### src/rtl/clock_step_controller_pkg.sv
// ---------------------------------------------------------------------------
// clock_step_controller_pkg
//
// Shared constants for the clock step controller slice:
//   - default widths for the divide ratio, step burst length and PC compare
//   - width of the running tick counter
//   - controller state encoding (HALTED=0, RUN=1, STEP=2, BREAK=3)
//
// Build option: define CLOCK_STEP_CONTROLLER_BREAKPOINT_EN to add the BREAK
// state and the PC breakpoint compare. Without it BREAK does not exist.
// ---------------------------------------------------------------------------
package clock_step_controller_pkg;

    localparam int DEF_DIV_WIDTH    = 23;
    localparam int DEF_STEP_WIDTH   = 8;
    localparam int DEF_PC_WIDTH     = 32;
    localparam int TICK_TOTAL_WIDTH = 32;

    typedef enum logic [1:0] {
        ST_HALTED = 2'd0,
        ST_RUN    = 2'd1,
        ST_STEP   = 2'd2
`ifdef CLOCK_STEP_CONTROLLER_BREAKPOINT_EN
        , ST_BREAK = 2'd3
`endif
    } ctrl_state_e;

endpackage

### src/rtl/clock_step_controller_if.sv
// ---------------------------------------------------------------------------
// clock_step_controller_if
//
// Groups the board-control inputs and the core-facing outputs of the clock
// step controller. clock_100mhz and reset_n are not part of this bundle.
//
// Signals:
//   run_request        level, 1 = free-run, 0 = halt
//   step_button        raw asynchronous step button
//   step_count         core ticks per step request (0 behaves as 1)
//   divisor            tick period = divisor+1 clock cycles
//   core_tick          one-cycle core enable pulse
//   halted             1 while halted or stopped at a breakpoint
//   tick_total         ticks issued since reset (wrapping)
//   pc, breakpoint_addr, breakpoint_enable, breakpoint_hit
//                      only with CLOCK_STEP_CONTROLLER_BREAKPOINT_EN defined
//
// Modports: master = board/control side, slave = controller.
// ---------------------------------------------------------------------------
interface clock_step_controller_if
    import clock_step_controller_pkg::*;
#(
    parameter int DIV_WIDTH  = DEF_DIV_WIDTH,
    parameter int STEP_WIDTH = DEF_STEP_WIDTH
`ifdef CLOCK_STEP_CONTROLLER_BREAKPOINT_EN
    , parameter int PC_WIDTH = DEF_PC_WIDTH
`endif
);

    logic                        run_request;
    logic                        step_button;
    logic [STEP_WIDTH-1:0]       step_count;
    logic [DIV_WIDTH-1:0]        divisor;
    logic                        core_tick;
    logic                        halted;
    logic [TICK_TOTAL_WIDTH-1:0] tick_total;
`ifdef CLOCK_STEP_CONTROLLER_BREAKPOINT_EN
    logic [PC_WIDTH-1:0]         pc;
    logic [PC_WIDTH-1:0]         breakpoint_addr;
    logic                        breakpoint_enable;
    logic                        breakpoint_hit;
`endif

    modport master (
        output run_request, step_button, step_count, divisor,
        input  core_tick, halted, tick_total
`ifdef CLOCK_STEP_CONTROLLER_BREAKPOINT_EN
        , output pc, breakpoint_addr, breakpoint_enable,
        input  breakpoint_hit
`endif
    );

    modport slave (
        input  run_request, step_button, step_count, divisor,
        output core_tick, halted, tick_total
`ifdef CLOCK_STEP_CONTROLLER_BREAKPOINT_EN
        , input pc, breakpoint_addr, breakpoint_enable,
        output breakpoint_hit
`endif
    );

endinterface

### src/rtl/clock_step_controller_button_edge_sync.sv
// ---------------------------------------------------------------------------
// button_edge_sync
//
// Two-flop synchronizer followed by a rising-edge detector for a raw board
// button. Produces a registered one-cycle pulse per rising edge. Generic so it
// can be reused for other board buttons.
//
// Ports:
//   clk       sampling clock
//   rst_n     asynchronous active-low reset, clears every flop
//   button_i  raw asynchronous button level
//   pulse_o   one-cycle pulse, three cycles after the button rises
// ---------------------------------------------------------------------------
module button_edge_sync (
    input  logic clk,
    input  logic rst_n,
    input  logic button_i,
    output logic pulse_o
);

    logic meta_q;
    logic sync_q;
    logic prev_q;
    logic pulse_q;

    // meta_q/sync_q form the synchronizer; prev_q holds the previous synced
    // level so the pulse fires once per rising edge regardless of hold time.
    always_ff @(posedge clk or negedge rst_n) begin
        if (!rst_n) begin
            meta_q  <= 1'b0;
            sync_q  <= 1'b0;
            prev_q  <= 1'b0;
            pulse_q <= 1'b0;
        end else begin
            meta_q  <= button_i;
            sync_q  <= meta_q;
            prev_q  <= sync_q;
            pulse_q <= sync_q & ~prev_q;
        end
    end

    assign pulse_o = pulse_q;

endmodule

### src/rtl/clock_step_controller.sv
// ---------------------------------------------------------------------------
// clock_step_controller
//
// Sequences the core clock enable. Turns run/step controls and a programmable
// divide ratio into a registered one-cycle core_tick pulse, so the core is
// gated by an enable instead of a divided clock and never sees runt edges.
//
// Ports:
//   clock_100mhz  the only clock of the block
//   reset_n       asynchronous active-low reset
//   ctrl          clock_step_controller_if.slave bundle (run_request,
//                 step_button, step_count, divisor, core_tick, halted,
//                 tick_total and, with the breakpoint build, pc,
//                 breakpoint_addr, breakpoint_enable, breakpoint_hit)
//
// Build option: CLOCK_STEP_CONTROLLER_BREAKPOINT_EN adds the BREAK state and
// the PC compare. DIV_WIDTH/STEP_WIDTH must match the interface instance.
// ---------------------------------------------------------------------------
module clock_step_controller
    import clock_step_controller_pkg::*;
#(
    parameter int DIV_WIDTH  = DEF_DIV_WIDTH,
    parameter int STEP_WIDTH = DEF_STEP_WIDTH
) (
    input logic                    clock_100mhz,
    input logic                    reset_n,
    clock_step_controller_if.slave ctrl
);

    ctrl_state_e                 state_q, state_d;
    logic [DIV_WIDTH-1:0]        div_cnt_q, div_cnt_d;
    logic [STEP_WIDTH-1:0]       remaining_q, remaining_d;
    logic                        tick_d;
    logic                        core_tick_q;
    logic                        halted_q;
    logic [TICK_TOTAL_WIDTH-1:0] tick_total_q;
    logic                        step_pulse;
    logic                        tick_due;
`ifdef CLOCK_STEP_CONTROLLER_BREAKPOINT_EN
    logic                        breakpoint_hit_q;
    logic                        bp_match;
`endif

    button_edge_sync u_step_sync (
        .clk      (clock_100mhz),
        .rst_n    (reset_n),
        .button_i (ctrl.step_button),
        .pulse_o  (step_pulse)
    );

    // >= rather than == so a divisor lowered below the current count still
    // produces a tick on the next compare instead of a full wrap-around.
    assign tick_due = (div_cnt_q >= ctrl.divisor);

`ifdef CLOCK_STEP_CONTROLLER_BREAKPOINT_EN
    assign bp_match = ctrl.breakpoint_enable && (ctrl.pc == ctrl.breakpoint_addr);
`endif

    // Next-state logic. The period counter only runs in RUN/STEP and is
    // cleared whenever the controller stops, so every entry into RUN or STEP
    // starts a fresh divisor+1 period.
    always_comb begin
        state_d     = state_q;
        div_cnt_d   = div_cnt_q;
        remaining_d = remaining_q;
        tick_d      = 1'b0;

        case (state_q)
            ST_HALTED: begin
                div_cnt_d = '0;
                if (ctrl.run_request) begin
                    state_d = ST_RUN;
                end else if (step_pulse) begin
                    state_d     = ST_STEP;
                    remaining_d = (ctrl.step_count == '0) ? STEP_WIDTH'(1) : ctrl.step_count;
                end
            end

            ST_RUN: begin
                if (!ctrl.run_request) begin
                    state_d   = ST_HALTED;
                    div_cnt_d = '0;
                end else if (tick_due) begin
                    div_cnt_d = '0;
`ifdef CLOCK_STEP_CONTROLLER_BREAKPOINT_EN
                    // The due tick is swallowed so the core stops before
                    // executing the instruction at the breakpoint address.
                    if (bp_match) begin
                        state_d = ST_BREAK;
                    end else begin
                        tick_d = 1'b1;
                    end
`else
                    tick_d = 1'b1;
`endif
                end else begin
                    div_cnt_d = div_cnt_q + DIV_WIDTH'(1);
                end
            end

            ST_STEP: begin
                // A burst runs to completion; run and further step presses
                // are not looked at until we are back in HALTED.
                if (tick_due) begin
                    tick_d      = 1'b1;
                    div_cnt_d   = '0;
                    remaining_d = remaining_q - STEP_WIDTH'(1);
                    if (remaining_q == STEP_WIDTH'(1)) begin
                        state_d = ST_HALTED;
                    end
                end else begin
                    div_cnt_d = div_cnt_q + DIV_WIDTH'(1);
                end
            end

`ifdef CLOCK_STEP_CONTROLLER_BREAKPOINT_EN
            ST_BREAK: begin
                div_cnt_d = '0;
                if (!ctrl.run_request) begin
                    state_d = ST_HALTED;
                end
            end
`endif

            default: begin
                state_d   = ST_HALTED;
                div_cnt_d = '0;
            end
        endcase
    end

    // State and output registers. halted/breakpoint_hit follow the registered
    // state, so they lag a state change by one cycle.
    always_ff @(posedge clock_100mhz or negedge reset_n) begin
        if (!reset_n) begin
            state_q          <= ST_HALTED;
            div_cnt_q        <= '0;
            remaining_q      <= '0;
            core_tick_q      <= 1'b0;
            halted_q         <= 1'b1;
            tick_total_q     <= '0;
`ifdef CLOCK_STEP_CONTROLLER_BREAKPOINT_EN
            breakpoint_hit_q <= 1'b0;
`endif
        end else begin
            state_q          <= state_d;
            div_cnt_q        <= div_cnt_d;
            remaining_q      <= remaining_d;
            core_tick_q      <= tick_d;
            tick_total_q     <= tick_total_q + TICK_TOTAL_WIDTH'(tick_d);
`ifdef CLOCK_STEP_CONTROLLER_BREAKPOINT_EN
            halted_q         <= (state_q == ST_HALTED) || (state_q == ST_BREAK);
            breakpoint_hit_q <= (state_q == ST_BREAK);
`else
            halted_q         <= (state_q == ST_HALTED);
`endif
        end
    end

    assign ctrl.core_tick  = core_tick_q;
    assign ctrl.halted     = halted_q;
    assign ctrl.tick_total = tick_total_q;
`ifdef CLOCK_STEP_CONTROLLER_BREAKPOINT_EN
    assign ctrl.breakpoint_hit = breakpoint_hit_q;
`endif

endmodule

### src/flat_wrapper.sv
// flat-port wrapper written by rule: the top's interface ports become plain ports
module clock_step_controller_flat import clock_step_controller_pkg::*;
#(
    parameter int DIV_WIDTH  = DEF_DIV_WIDTH,
    parameter int STEP_WIDTH = DEF_STEP_WIDTH
)
  (clock_100mhz, reset_n, ctrl_run_request, ctrl_step_button, ctrl_step_count, ctrl_divisor, ctrl_core_tick, ctrl_halted, ctrl_tick_total);
  clock_step_controller_if #(.DIV_WIDTH(DIV_WIDTH), .STEP_WIDTH(STEP_WIDTH)) ctrl_i ();
  input logic clock_100mhz;
  input logic reset_n;
  input wire logic [$bits(ctrl_i.run_request)-1:0] ctrl_run_request;
  input wire logic [$bits(ctrl_i.step_button)-1:0] ctrl_step_button;
  input wire logic [$bits(ctrl_i.step_count)-1:0] ctrl_step_count;
  input wire logic [$bits(ctrl_i.divisor)-1:0] ctrl_divisor;
  output wire logic [$bits(ctrl_i.core_tick)-1:0] ctrl_core_tick;
  output wire logic [$bits(ctrl_i.halted)-1:0] ctrl_halted;
  output wire logic [$bits(ctrl_i.tick_total)-1:0] ctrl_tick_total;
  assign ctrl_i.run_request = ctrl_run_request;
  assign ctrl_i.step_button = ctrl_step_button;
  assign ctrl_i.step_count = ctrl_step_count;
  assign ctrl_i.divisor = ctrl_divisor;
  assign ctrl_core_tick = ctrl_i.core_tick;
  assign ctrl_halted = ctrl_i.halted;
  assign ctrl_tick_total = ctrl_i.tick_total;
  clock_step_controller #(.DIV_WIDTH(DIV_WIDTH), .STEP_WIDTH(STEP_WIDTH)) u_core (.clock_100mhz(clock_100mhz), .reset_n(reset_n), .ctrl(ctrl_i));
endmodule
### config.mk
export PLATFORM = sky130hd
export DESIGN_NAME = clock_step_controller_flat
export DESIGN_NICKNAME = d
export VERILOG_FILES = /design/src/rtl/clock_step_controller_pkg.sv /design/src/rtl/clock_step_controller_if.sv /design/src/rtl/clock_step_controller_button_edge_sync.sv /design/src/rtl/clock_step_controller.sv /design/src/flat_wrapper.sv
export SDC_FILE = /design/constraint.sdc
export NUM_CORES = 1
export LEC_CHECK = 0
export CORE_AREA = 2 2 77 98
export DETAILED_ROUTE_END_ITERATION = 10
export DIE_AREA = 0 0 79 100
export PLACE_DENSITY = 0.82
export SLEW_MARGIN = 10
export SYNTH_ARGS = -nofsm -noshare
export SYNTH_HDL_FRONTEND = slang
export SYNTH_SLANG_ARGS = --single-unit
### constraint.sdc
create_clock -name clock_100mhz -period 8 [get_ports clock_100mhz]
set_input_delay 0.8 -clock clock_100mhz [delete_from_list [all_inputs] [get_ports clock_100mhz]]
set_output_delay 0.8 -clock clock_100mhz [all_outputs]
set_load 0.01 [all_outputs]
==> run summary, run 1 <==
Hold path startpoint - u_core.u_step_sync.meta_q$_DFF_PN0_
Final instance area - 4890 um2
Hold buffers post-CTS - 0
Final max-slew violation count - 0
Synth top area cells - dfrtp_1 45%, ha_1 10%, xnor2_1 6.1%
Post-synthesis sequential area ratio - 45.6%
CP endpoint kind - flip-flop
DIE AREA - 7900 um2
Rows - 35
Status - complete, no violations
Top FF cell, synth - dfrtp_1
Post-synth EDFFs - 0
Reg2Reg Capture Point - u_core.ctrl.tick_total[22]$_DFF_PN0_
Min-Delay Endpoint - u_core.u_step_sync.sync_q$_DFF_PN0_
Post-DP Area - 4660 um2
Synthesis-to-finish area growth - 25.6%
Commonest non-fill, non-tap cell in the layout - dfrtp_1
RSZ-0062 raised after global routing - false
Power per cell area - 196 nW/um2
Crit-path max FO - 7
# Post-CTS Setup Buffers - 0
Max Clock Freq - 221 MHz
Synth warnings - 0
Initial Util - 54.9%
Largest stage delay, worst path - 0.61 ns
Yosys top cell area share - 44.9%
Final clock skew - 0.0114 ns
Starting DRC count in detailed routing - 188
Cell Chain, Critical Path - clkdlybuf4s50_1 > inv_1 > ha_1 > nand4_1 > nor4_2 > or4b_1 > and2_4 > nor2_1 > ha_1 > ha_1 > nand3_1 > or2_2 > nor2_1 > nand3_1 > xnor2_1
Asr flop ratio synth - 100%
Final setup viols - 0
Number of global-route vias before repair - 3239
Most frequent cells in the layout - 70 x dfrtp_1, 67 x clkdlybuf4s50_1, 47 x nor2_1
Die height - 100 um
Gpl congestion - 0.872
Hold Crit Class - reg2reg
Part of the cycle the worst path needs - 56.7%
All-Layer GR Usage - 22.9%
Worst r2r path cells - 13
Core Region - 7090 um2
CTS tree - done
Clk pin slew, worst setup/hold paths - 0.08 ns
Hold slack - 0.356 ns
Final layout net count - 545
Residual DRC - 0
Total grt overflow - 0
Die X-Extent - 79 um
Worst Max-Slew Pin Slew - 0.889 ns
CTS Root Cell - clkbuf_8
Pre-Repair DR Iteration Count - 4
Slowest stage cell, crit path - or4b_1
CTS max path bufs - 2
Post-Syn Instances - 406
TritonCTS Buffers - 9
Routed vias/inst - 5.44
I/O pins - 69
H-Tree Level Count - 3
Via count - 3134
Layout cells sized above 1 - 5.58%
Avg WL per Cell - 14.7 um
Tmin final - 4.53 ns
Mean Syn Cell Area - 9.60 um2
Area leader, netlist - dfrtp_1
Skew-Pair Late Insertion Delay - 0.34 ns
Max VDD drop - 0.122 mV
CP Data Required Time - 8.22 ns
Initial antenna violation count - 0
Library cells used by synthesis - 48
Yosys reg bits - 71
DP HPWL - 6270 um
Final WL - 8490 um
Register Area - 1780 um2
Fin cells - 576
Synthesized cell area - 3900 um2
Syn nets - 472
Dpl cells - 560
CTS resizes - 0
Critical Path AT - 4.76 ns
Antenna cells - 0
Leak pwr - 2.23 nW
Fillcell total - 569
First-pass GRT wire length - 14400 um
Antenna viol nets, final - 0
WS Path Type - in2reg
CTS Sinks - 71
Slew HR - 40.8%
TNS Setup - 0 ns
R2R setup slack - 3.96 ns
Critical Path Start Type - input port
Hold path depth - 0
Reg-to-reg critical path startpoint - u_core.div_cnt_q[18]$_DFF_PN0_
Port bufs - 68
Largest net degree at the start of global routing - 72
Most frequent CP cell - ha_1
Final hold vios - 0
Area occupied by multi-input gates - 1950 um2
Max Cap Viol - 0
## sequential cells by signal, indices dropped and copies added, names as in the netlist
register / flops
u_core.ctrl.tick_total: 32
u_core.div_cnt_q: 23
u_core.remaining_q: 8
u_core.state_q: 2
u_core.ctrl.core_tick: 1
u_core.ctrl.halted: 1
u_core.u_step_sync.meta_q: 1
u_core.u_step_sync.prev_q: 1
u_core.u_step_sync.pulse_o: 1
u_core.u_step_sync.sync_q: 1
## logic make-up after synthesis
logic type	count (synthesis)	synth area share, %
AO/OA/AOI/OAI	54	8.86
XOR/XNOR	51	11.5
adder cells (fa/ha/maj)	31	9.95
buffers and inverters	43	4.27
flip-flops	71	45.6
multiplexers	4	1.03
AND/OR/NAND/NOR	152	18.8
## routing by layer
layer | GRT usage [%] | vias to the layer above | part of all wire [%]
met5 | 0 | - | 0
met4 | 10.1 | 0 | 1.6
met3 | 5.13 | 18 | 5.2
met2 | 39.4 | 73 | 51
met1 | 27.5 | 1518 | 42
li1 | - | 1525 | -
## power by group
| part | leakage (nW) | internal (W) | switching, W |
|---|---|---|---|
| sequential | 0.956 | 0.000392 | 0.0000345 |
| clock | 0.117 | 0.000186 | 0.000137 |
| combinational | 1.16 | 0.0000924 | 0.000119 |
| total | 2.23 | 0.000671 | 0.000290 |
## per-stage QoR
stage          setup WS (ns)  power (W)  util [%]
2_1_floorplan           4.07   0.000575         -
3_3_place_gp            3.28   0.000635      65.7
3_5_place_dp            3.10   0.000643      65.7
4_1_cts                 3.45   0.000967      69.0
5_1_grt                 3.09    0.00102      69.0
6_report                3.47   0.000961      69.0
## worst max path at each step
| stage | to | startpoint | cells after the start | slack, ns |
|---|---|---|---|---|
| 2_1_floorplan | u_core.ctrl.tick_total[18]$_DFF_PN0_ | ctrl_divisor[22] | 16 | 4.07 |
| 3_3_place_gp | u_core.ctrl.tick_total[30]$_DFF_PN0_ | ctrl_divisor[18] | 16 | 3.28 |
| 3_5_place_dp | u_core.ctrl.tick_total[22]$_DFF_PN0_ | ctrl_divisor[18] | 15 | 3.10 |
| 4_1_cts | u_core.ctrl.tick_total[22]$_DFF_PN0_ | ctrl_divisor[18] | 15 | 3.45 |
| 5_1_grt | u_core.ctrl.tick_total[30]$_DFF_PN0_ | ctrl_divisor[18] | 16 | 3.09 |
| 6_report | u_core.ctrl.tick_total[22]$_DFF_PN0_ | ctrl_divisor[18] | 15 | 3.47 |
## cell type report
type / instances / area share (%)
multi-input combinational: 292 / 39.9
sequential: 71 / 36.3
timing repair buffer: 69 / 14.0
clock buffer: 10 / 2.81
inverter: 36 / 2.76
tap: 92 / 2.35
clock inverter: 6 / 1.87
## synth_stat cells, types with 4 or more instances
master and number:
nor2_1 47, buf_2 4, and3_1 7, mux2i_1 4
dfrtp_1 70, xor2_1 24, ha_1 31, o21ai_0 12
nand2_1 35, nand4_1 10, a21oi_1 18, nand3_1 27
nor3_1 5, xnor2_1 27, inv_1 36
## worst max-delay path: cells and delay by family
kind	cells	cell delay (ns)
AND/OR/NAND/NOR	9	2.55
adder cells (fa/ha/maj)	3	0.74
XOR/XNOR	1	0.16
buffers and inverters	2	0.51
Power figures use the tool's default switching activity.
==> run 2, diff against run 1 <==
--- a/config.mk
+++ b/config.mk
@@ -5,10 +5,10 @@
 export SDC_FILE = /design/constraint.sdc
 export NUM_CORES = 1
 export LEC_CHECK = 0
-export CORE_AREA = 2 2 77 98
+export CORE_AREA = 2 2 80 101
 export DETAILED_ROUTE_END_ITERATION = 10
-export DIE_AREA = 0 0 79 100
-export PLACE_DENSITY = 0.82
+export DIE_AREA = 0 0 82 103
+export PLACE_DENSITY = 0.77
 export SLEW_MARGIN = 10
 export SYNTH_ARGS = -nofsm -noshare
 export SYNTH_HDL_FRONTEND = slang
==> constraint.sdc (replaced) <==
create_clock -name clock_100mhz -period 4.2 [get_ports clock_100mhz]
set_input_delay 0.42 -clock clock_100mhz [delete_from_list [all_inputs] [get_ports clock_100mhz]]
set_output_delay 0.42 -clock clock_100mhz [all_outputs]
set_load 0.01 [all_outputs]
==> run summary, run 2 (synthesis results as in run 1) <==
Routed vias/inst - 5.35
CP Data Required Time - 4.43 ns
I/O pins - 69
Clk pin slew, worst setup/hold paths - 0.07 ns
Final WL - 8220 um
Initial Util - 51.5%
Layout cells sized above 1 - 6.53%
Critical Path Start Type - input port
Most frequent CP cell - ha_1
Area occupied by multi-input gates - 1950 um2
Max VDD drop - 0.216 mV
CTS tree - done
Final instance area - 4900 um2
Final setup viols - 0
Slowest stage cell, crit path - or4b_1
Hold buffers post-CTS - 0
Crit-path max FO - 6
Tmin final - 3.83 ns
CTS Sinks - 71
Register Area - 1780 um2
Part of the cycle the worst path needs - 91.1%
CTS resizes - 0
Critical Path AT - 4.06 ns
Synthesis-to-finish area growth - 25.8%
CTS max path bufs - 2
Power per cell area - 357 nW/um2
Die X-Extent - 82 um
Hold slack - 0.244 ns
Hold Crit Class - in2async
Max Cap Viol - 0
Status - complete, no violations
Final clock skew - 0.0193 ns
Post-DP Area - 4710 um2
Worst r2r path cells - 14
Via count - 3128
Total grt overflow - 0
DP HPWL - 5980 um
CTS Root Cell - clkbuf_8
Die height - 103 um
Max reg flops - 32
DIE AREA - 8450 um2
Commonest non-fill, non-tap cell in the layout - dfrtp_1
CP Depth - 16
# Post-CTS Setup Buffers - 0
Initial antenna violation count - 0
First-pass GRT wire length - 13900 um
Gpl congestion - 0.858
Starting DRC count in detailed routing - 110
Core Region - 7570 um2
Avg WL per Cell - 14.1 um
Leak pwr - 2.23 nW
Fillcell total - 630
Max Clock Freq - 261 MHz
Most frequent cells in the layout - 70 x dfrtp_1, 67 x clkdlybuf4s50_1, 47 x nor2_1
Residual DRC - 0
Port bufs - 68
Rows - 36
Number of global-route vias before repair - 3126
Largest stage delay, worst path - 0.50 ns
Skew-Pair Late Insertion Delay - 0.35 ns
CP endpoint kind - flip-flop
Antenna cells - 0
Final max-slew violation count - 0
All-Layer GR Usage - 21.4%
Largest net degree at the start of global routing - 47
Family with the most delay on the worst path - simple AND/OR/NAND/NOR gates
Slew HR - 32.6%
WS Path Type - in2reg
Worst Max-Slew Pin Slew - 1.01 ns
H-Tree Level Count - 3
RSZ-0062 raised after global routing - false
Buf/Inv on CP - 2
Final hold vios - 0
Pre-Repair DR Iteration Count - 4
Antenna viol nets, final - 0
Cell Chain, Critical Path - clkdlybuf4s50_1 > inv_1 > ha_1 > nand4_1 > nor4_2 > or4b_1 > and2_4 > nor2_1 > ha_1 > ha_1 > nand3_1 > or2_2 > nor2_1 > and3_1 > nand3_1 > xnor2_1
Final layout net count - 551
TritonCTS Buffers - 9
==> run 2: worst register-to-register path: cells and delay by family (launching register included) <==
family                     cells  cell delay [ns]
xor gates and xnor gates       1             0.13
adders and majority gates      3             0.77
DFF                            1             0.45
and+or+nand+nor               10             2.27
==> run 2: where the power goes <==
part	total, W	switching (W)	leakage [nW]	internal (W)
combinational	0.000405	0.000225	1.18	0.000181
sequential	0.000816	0.0000683	0.956	0.000747
clock	0.000528	0.000256	0.0883	0.000272
==> run 2: routing by layer <==
| layer | GRT usage [%] | share of wire [%] |
|---|---|---|
| met4 | 9.36 | 1.9 |
| met1 | 25.0 | 42 |
| met3 | 5.52 | 5.1 |
| met5 | 0 | 0 |
| met2 | 37.0 | 51 |
==> run 2: path summary, 6_finish.rpt <==
path,from,to,slack [ns]
min,reset_n,u_core.ctrl.tick_total[27]$_DFF_PN0_,0.24
max,ctrl_divisor[18],u_core.ctrl.tick_total[18]$_DFF_PN0_,0.37
min in group clock_100mhz,u_core.u_step_sync.meta_q$_DFF_PN0_,u_core.u_step_sync.sync_q$_DFF_PN0_,0.35
max in group asynchronous,reset_n,u_core.ctrl.tick_total[3]$_DFF_PN0_,3.02
min reg2reg,u_core.u_step_sync.meta_q$_DFF_PN0_,u_core.u_step_sync.sync_q$_DFF_PN0_,0.35
max reg2reg,u_core.div_cnt_q[18]$_DFF_PN0_,u_core.ctrl.tick_total[18]$_DFF_PN0_,0.45
==> run 2: cell type report <==
| class | instances | share of cell area, % |
|---|---|---|
| Tap cell | 95 | 2.42 |
| Timing Repair Buffer | 75 | 14.9 |
| Inverter | 36 | 2.76 |
| Clock buffer | 10 | 2.60 |
| Clock inverter | 6 | 1.28 |
| Sequential cell | 71 | 36.3 |
| Multi-Input combinational cell | 292 | 39.8 |
==> run 2: stage by stage <==
stage / utilization [%] / std cells / TNS (ns) / power, W / setup slack [ns]
after floorplan: - / 406 / 0 / 0.00110 / 0.650
after global placement: 62.3 / 569 / 0 / 0.00121 / 0.122
after detailed placement: 62.3 / 569 / -0.0143 / 0.00123 / -0.0143
after CTS: 64.8 / 585 / 0 / 0.00177 / 0.359
after global routing: 64.8 / 585 / 0 / 0.00186 / 0.0357
final: 64.8 / 585 / 0 / 0.00175 / 0.372
